===== config.mk =====
export PLATFORM = sky130hd
export DESIGN_NAME = mem_arbiter_flat
export DESIGN_NICKNAME = d
export VERILOG_FILES = /design/src/rtl/mem_arbiter_if.sv /design/src/rtl/mem_arbiter.sv /design/src/flat_wrapper.sv
export SDC_FILE = /design/constraint.sdc
export NUM_CORES = 1
export LEC_CHECK = 0
export CORE_MARGIN = 10
export CORE_UTILIZATION = 39
export DETAILED_ROUTE_END_ITERATION = 16
export GPL_TIMING_DRIVEN = 0
export MAX_ROUTING_LAYER = met4
export PLACE_DENSITY = 0.81
export REMOVE_ABC_BUFFERS = 1
export SKIP_CTS_REPAIR_TIMING = 1
export SYNTH_ARGS = -nofsm -noshare
export SYNTH_HDL_FRONTEND = slang
export SYNTH_SLANG_ARGS = --single-unit

===== constraint.sdc =====
create_clock -name clk -period 2.8 [get_ports clk]
set_clock_uncertainty 0.15 [all_clocks]
set_input_delay 0.56 -clock clk [delete_from_list [all_inputs] [get_ports clk]]
set_output_delay 0.56 -clock clk [all_outputs]
set_load 0.02 [all_outputs]

===== src/rtl/mem_arbiter_if.sv =====
// Bus bundle between the fetch port, the data port, the memory and the arbiter.
// The master modport is the arbiter's view; slave is the view of everything around it.
interface mem_arbiter_if;
    logic        if_req;
    logic [15:0] if_addr;
    logic [15:0] if_rdata;
    logic        if_done;
    logic        if_stall;

    logic        d_rd;
    logic        d_wr;
    logic [15:0] d_addr;
    logic [15:0] d_wdata;
    logic [15:0] d_rdata;
    logic        d_done;
    logic        d_stall;

    logic [15:0] mem_addr;
    logic [15:0] mem_wdata;
    logic        mem_rd;
    logic        mem_wr;
    logic [15:0] mem_rdata;
    logic        mem_done;

    modport master (
        input  if_req, if_addr,
        output if_rdata, if_done, if_stall,
        input  d_rd, d_wr, d_addr, d_wdata,
        output d_rdata, d_done, d_stall,
        output mem_addr, mem_wdata, mem_rd, mem_wr,
        input  mem_rdata, mem_done
    );

    modport slave (
        output if_req, if_addr,
        input  if_rdata, if_done, if_stall,
        output d_rd, d_wr, d_addr, d_wdata,
        input  d_rdata, d_done, d_stall,
        input  mem_addr, mem_wdata, mem_rd, mem_wr,
        output mem_rdata, mem_done
    );
endinterface


===== src/rtl/mem_arbiter.sv =====
// Two-port (fetch / data) arbiter onto a single variable-latency memory port,
// with fetch anti-starvation, a BUSY watchdog and a sticky error flag.
module mem_arbiter #(
    parameter int STARVE_LIMIT = 4,
    parameter int TIMEOUT      = 64
) (
    input  logic          clk,
    input  logic          rst_n,
    mem_arbiter_if.master bus,
    output logic          err
);
    typedef enum logic [1:0] {
        IDLE    = 2'd0,
        BUSY_IF = 2'd1,
        BUSY_D  = 2'd2
    } state_t;

    localparam logic [3:0] STARVE_MAX = 4'(STARVE_LIMIT);
    localparam logic [7:0] TMO_LAST   = 8'(TIMEOUT - 1);

    state_t      state_q, state_d;
    logic [15:0] addr_q, addr_d;
    logic [15:0] wdata_q, wdata_d;
    logic        wr_q, wr_d;
    logic [3:0]  starve_cnt_q, starve_cnt_d;
    logic [7:0]  tmo_cnt_q, tmo_cnt_d;
    logic        err_q, err_d;

    logic        is_idle;
    logic        busy;
    logic        d_req_bad;
    logic        d_req_legal;
    logic        fetch_wins;
    logic        grant_if;
    logic        grant_d;
    logic        timeout_hit;
    logic        finish;
    logic [15:0] rdata_out;

    assign is_idle     = (state_q == IDLE);
    assign busy        = ~is_idle;
    assign d_req_bad   = bus.d_rd & bus.d_wr;
    assign d_req_legal = bus.d_rd ^ bus.d_wr;

    // Fetch takes the slot when data has nothing legal to offer, or once data
    // has been served STARVE_LIMIT times in a row while fetch was waiting.
    assign fetch_wins  = bus.if_req & (~d_req_legal | (starve_cnt_q == STARVE_MAX));
    assign grant_if    = is_idle & fetch_wins;
    assign grant_d     = is_idle & d_req_legal & ~fetch_wins;

    assign timeout_hit = busy & ~bus.mem_done & (tmo_cnt_q == TMO_LAST);
    assign finish      = busy & (bus.mem_done | timeout_hit);
    assign rdata_out   = timeout_hit ? 16'h0000 : bus.mem_rdata;

    assign bus.mem_addr  = addr_q;
    assign bus.mem_wdata = wdata_q;
    assign bus.mem_rd    = (state_q == BUSY_IF) | ((state_q == BUSY_D) & ~wr_q);
    assign bus.mem_wr    = (state_q == BUSY_D) & wr_q;

    assign bus.if_done   = (state_q == BUSY_IF) & finish;
    assign bus.d_done    = (state_q == BUSY_D) & finish;
    assign bus.if_rdata  = rdata_out;
    assign bus.d_rdata   = rdata_out;
    assign bus.if_stall  = bus.if_req & ~bus.if_done;
    assign bus.d_stall   = (bus.d_rd | bus.d_wr) & ~bus.d_done;

    assign err = err_q;

    always_comb begin
        state_d      = state_q;
        addr_d       = addr_q;
        wdata_d      = wdata_q;
        wr_d         = wr_q;
        starve_cnt_d = starve_cnt_q;
        tmo_cnt_d    = tmo_cnt_q;
        err_d        = err_q;

        case (state_q)
            IDLE: begin
                if (d_req_bad) begin
                    err_d = 1'b1;
                end
                if (grant_if) begin
                    state_d      = BUSY_IF;
                    addr_d       = bus.if_addr;
                    wr_d         = 1'b0;
                    tmo_cnt_d    = 8'd0;
                    starve_cnt_d = 4'd0;
                end else if (grant_d) begin
                    state_d   = BUSY_D;
                    addr_d    = bus.d_addr;
                    wdata_d   = bus.d_wdata;
                    wr_d      = bus.d_wr;
                    tmo_cnt_d = 8'd0;
                    if (bus.if_req && (starve_cnt_q < STARVE_MAX)) begin
                        starve_cnt_d = starve_cnt_q + 4'd1;
                    end
                end
            end
            BUSY_IF, BUSY_D: begin
                if (!bus.mem_done) begin
                    tmo_cnt_d = tmo_cnt_q + 8'd1;
                end
                if (timeout_hit) begin
                    err_d = 1'b1;
                end
                if (finish) begin
                    state_d = IDLE;
                end
            end
            default: begin
                state_d = IDLE;
            end
        endcase
    end

    // Async reset drops the strobes at once; an abandoned access never reports done.
    always_ff @(posedge clk or negedge rst_n) begin
        if (!rst_n) begin
            state_q      <= IDLE;
            addr_q       <= 16'h0000;
            wdata_q      <= 16'h0000;
            wr_q         <= 1'b0;
            starve_cnt_q <= 4'd0;
            tmo_cnt_q    <= 8'd0;
            err_q        <= 1'b0;
        end else begin
            state_q      <= state_d;
            addr_q       <= addr_d;
            wdata_q      <= wdata_d;
            wr_q         <= wr_d;
            starve_cnt_q <= starve_cnt_d;
            tmo_cnt_q    <= tmo_cnt_d;
            err_q        <= err_d;
        end
    end
endmodule


===== src/flat_wrapper.sv =====
// flat-port wrapper written by rule: the top's interface ports become plain ports
module mem_arbiter_flat 
#(
    parameter int STARVE_LIMIT = 4,
    parameter int TIMEOUT      = 64
)
  (clk, rst_n, err, bus_if_req, bus_if_addr, bus_if_rdata, bus_if_done, bus_if_stall, bus_d_rd, bus_d_wr, bus_d_addr, bus_d_wdata, bus_d_rdata, bus_d_done, bus_d_stall, bus_mem_addr, bus_mem_wdata, bus_mem_rd, bus_mem_wr, bus_mem_rdata, bus_mem_done);
  mem_arbiter_if bus_i ();
  input  logic clk;
  input  logic rst_n;
  output logic err;
  input wire logic [$bits(bus_i.if_req)-1:0] bus_if_req;
  input wire logic [$bits(bus_i.if_addr)-1:0] bus_if_addr;
  output wire logic [$bits(bus_i.if_rdata)-1:0] bus_if_rdata;
  output wire logic [$bits(bus_i.if_done)-1:0] bus_if_done;
  output wire logic [$bits(bus_i.if_stall)-1:0] bus_if_stall;
  input wire logic [$bits(bus_i.d_rd)-1:0] bus_d_rd;
  input wire logic [$bits(bus_i.d_wr)-1:0] bus_d_wr;
  input wire logic [$bits(bus_i.d_addr)-1:0] bus_d_addr;
  input wire logic [$bits(bus_i.d_wdata)-1:0] bus_d_wdata;
  output wire logic [$bits(bus_i.d_rdata)-1:0] bus_d_rdata;
  output wire logic [$bits(bus_i.d_done)-1:0] bus_d_done;
  output wire logic [$bits(bus_i.d_stall)-1:0] bus_d_stall;
  output wire logic [$bits(bus_i.mem_addr)-1:0] bus_mem_addr;
  output wire logic [$bits(bus_i.mem_wdata)-1:0] bus_mem_wdata;
  output wire logic [$bits(bus_i.mem_rd)-1:0] bus_mem_rd;
  output wire logic [$bits(bus_i.mem_wr)-1:0] bus_mem_wr;
  input wire logic [$bits(bus_i.mem_rdata)-1:0] bus_mem_rdata;
  input wire logic [$bits(bus_i.mem_done)-1:0] bus_mem_done;
  assign bus_i.if_req = bus_if_req;
  assign bus_i.if_addr = bus_if_addr;
  assign bus_if_rdata = bus_i.if_rdata;
  assign bus_if_done = bus_i.if_done;
  assign bus_if_stall = bus_i.if_stall;
  assign bus_i.d_rd = bus_d_rd;
  assign bus_i.d_wr = bus_d_wr;
  assign bus_i.d_addr = bus_d_addr;
  assign bus_i.d_wdata = bus_d_wdata;
  assign bus_d_rdata = bus_i.d_rdata;
  assign bus_d_done = bus_i.d_done;
  assign bus_d_stall = bus_i.d_stall;
  assign bus_mem_addr = bus_i.mem_addr;
  assign bus_mem_wdata = bus_i.mem_wdata;
  assign bus_mem_rd = bus_i.mem_rd;
  assign bus_mem_wr = bus_i.mem_wr;
  assign bus_i.mem_rdata = bus_mem_rdata;
  assign bus_i.mem_done = bus_mem_done;
  mem_arbiter #(.STARVE_LIMIT(STARVE_LIMIT), .TIMEOUT(TIMEOUT)) u_core (.clk(clk), .rst_n(rst_n), .bus(bus_i), .err(err));
endmodule

==> impl_metrics.tcl, run 1 <==
set metrics [dict create \
    yosysSeqAreaShare 0.4658 \
    power_density_nw_per_um2 888.8 \
    ys_top_cells_by_area "dfrtp_1 47%, mux2_2 6.1%, nor2_1 5.4%" \
    fp.dieH_um 101.3 \
    cts_tree "done" \
    ys.flop_type "dfrtp_1" \
    clock-root-buffer "clkbuf_8" \
    dieArea_um2 10260 \
    mostFrequentLayoutCells "103 x clkdlybuf4s50_1, 47 x dfrtp_1, 36 x nor2_1" \
    syn-cell-area_um2 2579 \
    slew_violations 0 \
    synthAdderAreaFrac 0.04367 \
    timing.final.hold_violations 0 \
    rows 29 \
    drt_iter0_drc 81 \
    drc 0 \
    nets 470 \
    routabilityCongestion 0.8206 \
    min_period_ps 2944 \
    tns_ps -277.8 \
    grt_max_degree 34 \
    yosysWarnings 0 \
    cts_buffer_depth 2 \
    netlist.area_leader.share 0.4658 \
    syn_avg_cell_area_um2 9.880 \
    cap_viol_max_count 0 \
    leakagePower_uw 0.001995 \
    via_count 2383 \
    synthSimpleGateAreaFrac 0.1849 \
    antennaDiodeCount 0 \
    yosys-mux-area-fraction 0.08200 \
    maxSlewHeadroom 0.4927 \
    synth.distinct_cells 42 \
    n_fill_cell 510 \
    cts_buffers 5 \
    clock.fmax_ghz 0.3397 \
    ff2ff_setup_slack_ps 640 \
    place_ws_ps -559.4 \
    startpoint_type "input pin" \
    synth_enable_flop_cells 0 \
    track_usage 0.1618 \
    fin_ws_ps -143.7 \
    grt_pass1_vias 2582 \
    cp_max_fo 7 \
    power.total_uw 3719 \
    clk_pin_slew_ps 100 \
    placement.io_buffers 140 \
    dp_hpwl_um 6548 \
    syn_inst 261 \
    tightest_slew_ps 757.5 \
    layout-drive-gt1-share 0.1454 \
    antenna_found_initial 0 \
    dr.pass1.iters 6 \
    wire_per_inst_um 18.09 \
    ys_seq_elements 48 \
    synth_top_family_by_area "simple AND/OR/NAND/NOR gates" \
    final_common_cell "clkdlybuf4s50_1" \
    fin_crit_sh 1.051 \
    core_area_um2 6386 \
    async_reset_ff_frac 1.000 \
    fin_util 0.6552 \
    clk_latency_ps 300 \
    grt_pass1_wl_um 12940 \
    multi_input_area_um2 1211 \
    endpoint_kind "output pin" \
    required_ps 2090 \
    placed_area_um2 3945 \
    h-tree-depth 2 \
    endpoint "bus_d_rdata[11]" \
    status "complete, but fails checks" \
    die_w_um 101.3 \
    r2r_cells 6 \
    critPathLaunch "bus_mem_done" \
    hold_path.class "input pin to asynchronous set/reset pin" \
    synth-compound-area-share 0.1286 \
    grt_setup_unrepaired "yes" \
    fin_area_um2 4184 \
    grt_remaining_overflow 0 \
    violations "negative setup slack" \
    io_pins 141 \
    cts_sinks 48 \
    synth_top_cell_by_area "dfrtp_1" \
    start_util 0.4038 \
    post_drt_via_cell_ratio 5.081 \
    r2r_end "u_core.tmo_cnt_q[7]" \
    finalSetupViolCount 2 \
    r2r-start "u_core.state_q[1]" \
    seqCellArea_um2 1202 \
    antenna_left 0 \
    path_class "input pin to output pin" \
    drt-total-wl_um 8482 \
    synth_xor_area_frac 0.006793 \
    area_growth_pct 62.25 \
    vdd_drop_max_mv 0.5893 \
    cp.arrival_ps 2230 \
]
stage by stage:
stage / hold slack [ps] / std cells
finish: 26.87 / 469
global placement: 292.8 / 450
global route: 38.03 / 469
detailed placement: 298.2 / 452
floorplan: 114.4 / 233
CTS: 36.01 / 460
how the worst min path moves through the flow:
| stage | start | endpoint | slack (ps) | cells after the start |
|---|---|---|---|---|
| global route | rst_n | u_core.bus.mem_addr[3] | 40 | 1 |
| finish | rst_n | u_core.state_q[1] | 30 | 1 |
| global placement | u_core.err | u_core.err | 290 | 1 |
| floorplan | rst_n | u_core.bus.mem_addr[0] | 110 | 0 |
| detailed placement | u_core.err | u_core.err | 300 | 1 |
| CTS | rst_n | u_core.state_q[1] | 40 | 1 |
state kept, by name, summed over array words and instances, names as in the netlist:
name	flops
u_core.err	1
u_core.tmo_cnt_q	8
u_core.bus.mem_wdata	16
u_core.bus.mem_addr	16
u_core.starve_cnt_q	4
u_core.state_q	2
u_core.wr_q	1
report_power, final:
| group | switching (µW) | leakage (µW) | total [µW] | internal (µW) |
|---|---|---|---|---|
| logic | 1070 | 0.00137 | 2080 | 1010 |
| clock network | 254 | 0.0000522 | 462 | 207 |
| registers | 192 | 0.000572 | 1170 | 981 |
| total | 1520 | 0.00200 | 3720 | 2200 |
logic make-up after synthesis:
| group | Yosys count |
|---|---|
| AOI/OAI and AO/OA | 51 |
| xor gates and xnor gates | 2 |
| adders and majority gates | 9 |
| buffers and inverters | 40 |
| DFF | 48 |
| muxes | 19 |
| and+or+nand+nor | 92 |
cells in the mapped netlist, drive strengths merged (2+ instances only):
cell,n
nor2b,19
ha,9
nor2,37
o31ai,2
dfrtp,48
or4,2
and2,4
clkbuf,2
nand3,4
o21ai,8
nor3,2
a21boi,2
a21oi,10
mux2,17
nand2b,4
inv,12
mux2i,2
a21o,4
o22ai,17
buf,26
a211oi,2
nor4b,2
o211ai,2
nand2,11
metal layers:
layer,vias up,track usage,part of all wire
li1,1136,-,-
met1,1125,0.1904,0.44
met2,116,0.2427,0.44
met3,6,0.08577,0.11
met4,0,0.02894,0.0065
met5,-,-,0
layout make-up:
type / count / share of cell area
Multi-Input combinational cell: 175 / 0.2895
Clock inverter: 2 / 0.004187
Clock buffer: 6 / 0.01974
Tap cell: 77 / 0.02303
Inverter: 12 / 0.01077
Sequential cell: 48 / 0.2874
Timing Repair Buffer: 149 / 0.3654
critical path, cell delays in order:
cell             delay (ps)
clkdlybuf4s50_1         570
inv_2                   110
and3_4                  210
buf_4                   140
buf_4                   130
buf_4                   120
nor2b_1                 130
dlymetal6s2s_1          260
Power figures use the tool's default switching activity.
==> run 2, diff against run 1 <==
- CTS_CLUSTER_SIZE: default -> 25
==> results of run 2 <==
Final layout, timing and power as in run 1 (identical DEF).
==> run 3, diff against run 2 <==
- TNS_END_PERCENT: default -> 20
==> run 3 against run 2 <==
Die area did not move; combinational power is essentially flat; critical path type unchanged; first-iteration DRC count decreased by 15%; non-clock buffer count down 6; critical endpoint is now bus_if_rdata[14]; hold slack got worse by 2.4 ps; the run now ends clean; sequential power barely moved; sequential cell count did not move.
==> impl_metrics.tcl, run 3 (synthesized netlist as in run 1, its figures left out) <==
set metrics [dict create \
    status "finished clean" \
    area_growth_pct 62.20 \
    drc 0 \
    routabilityCongestion 0.8206 \
    critPathLaunch "bus_mem_done" \
    tightest_slew_ps 748.8 \
    h-tree-depth 2 \
    vdd_drop_max_mv 0.5894 \
    grt_pass1_wl_um 12940 \
    dp_hpwl_um 6548 \
    grt_max_degree 34 \
    layout-drive-gt1-share 0.1062 \
    fin_ws_ps 49.17 \
    io_pins 141 \
    fp.dieH_um 101.3 \
    post_drt_via_cell_ratio 5.073 \
    maxSlewHeadroom 0.4985 \
    power_density_nw_per_um2 884.8 \
    clock-root-buffer "clkbuf_8" \
    mostFrequentLayoutCells "103 x clkdlybuf4s50_1, 48 x dfrtp_1, 36 x nor2_1" \
    cts_buffer_depth 2 \
    grt_pass1_vias 2582 \
    fin_area_um2 4183 \
    dieArea_um2 10260 \
    fin_crit_sh 0.9824 \
    clk_pin_slew_ps 100 \
    timing.final.hold_violations 0 \
    stdcell_count 463 \
    leakagePower_uw 0.002020 \
    path_class "input pin to output pin" \
    antenna_found_initial 0 \
    r2r-start "u_core.state_q[1]" \
    cap_viol_max_count 0 \
    grt_setup_unrepaired "yes" \
    cp.arrival_ps 2040 \
    place_ws_ps -559.4 \
    clock.fmax_ghz 0.3635 \
    final_common_cell "clkdlybuf4s50_1" \
    n_fill_cell 510 \
    cts_sinks 48 \
    required_ps 2090 \
    placement.io_buffers 140 \
    slew_violations 0 \
    power.total_uw 3701 \
    die_w_um 101.3 \
    cts_tree "done" \
    drt-total-wl_um 8425 \
    dp_cells 452 \
    wire_per_inst_um 18.20 \
    antenna_left 0 \
    endpoint_kind "output pin" \
    track_usage 0.1618 \
    startpoint_type "input pin" \
    via_count 2349 \
    clk_latency_ps 300 \
    drt_iter0_drc 69 \
    finalSetupViolCount 0 \
    start_util 0.4038 \
    cts_buffers 5 \
    grt_remaining_overflow 0 \
    rows 29 \
    fin_util 0.6550 \
    antennaDiodeCount 0 \
    nets 464 \
    core_area_um2 6386 \
    cp_max_fo 7 \
    placed_area_um2 3945 \
    hold_path.class "input pin to asynchronous set/reset pin" \
    dr.pass1.iters 6 \
    min_period_ps 2751 \
]
[run 3: through the flow]
stage | TNS, ps | hold WS (ps)
after floorplan | 0 | 114.4
after global placement | -49190 | 292.8
after detailed placement | -23430 | 298.2
after CTS | -31150 | 36.01
after global routing | -768.9 | 38.07
final | 0 | 24.51
[run 3: final timing paths]
check / end / slack (ps) / depth (start not counted)
max: bus_if_rdata[14] / 50 / 5
min: u_core.state_q[1] / 20 / 1
max reg2reg: u_core.tmo_cnt_q[7] / 620 / 6
min reg2reg: u_core.err / 320 / 1
max in group asynchronous: u_core.tmo_cnt_q[0] / 1960 / 2
min in group clk: u_core.err / 320 / 1
[run 3: critical path, stage by stage]
cell and delay, ps:
clkdlybuf4s50_1 560, inv_1 160, and3_2 280, nor2b_1 190
dlymetal6s2s_1 290
[run 3: layout make-up]
| type | count | area, µm² | area share |
|---|---|---|---|
| multi-input combinational | 175 | 1211 | 0.2896 |
| clock buffer | 6 | 82.58 | 0.01974 |
| tap | 77 | 96.34 | 0.02303 |
| clock inverter | 2 | 17.52 | 0.004188 |
| timing repair buffer | 143 | 1529 | 0.3655 |
| sequential | 48 | 1201 | 0.2872 |
| inverter | 12 | 45.04 | 0.01077 |
[run 3: routing by layer]
layer / global-route usage / vias up / share of wire
met5: - / - / 0
met4: 0.02894 / 0 / 0.0064
met3: 0.08577 / 6 / 0.11
met2: 0.2427 / 120 / 0.44
met1: 0.1904 / 1093 / 0.44
li1: - / 1130 / -
[run 3: power breakdown]
group	internal [µW]	leakage, µW	switching, µW	total [µW]
logic	1000	0.00139	1070	2070
clock network	207	0.0000522	251	459
registers	980	0.000574	189	1170
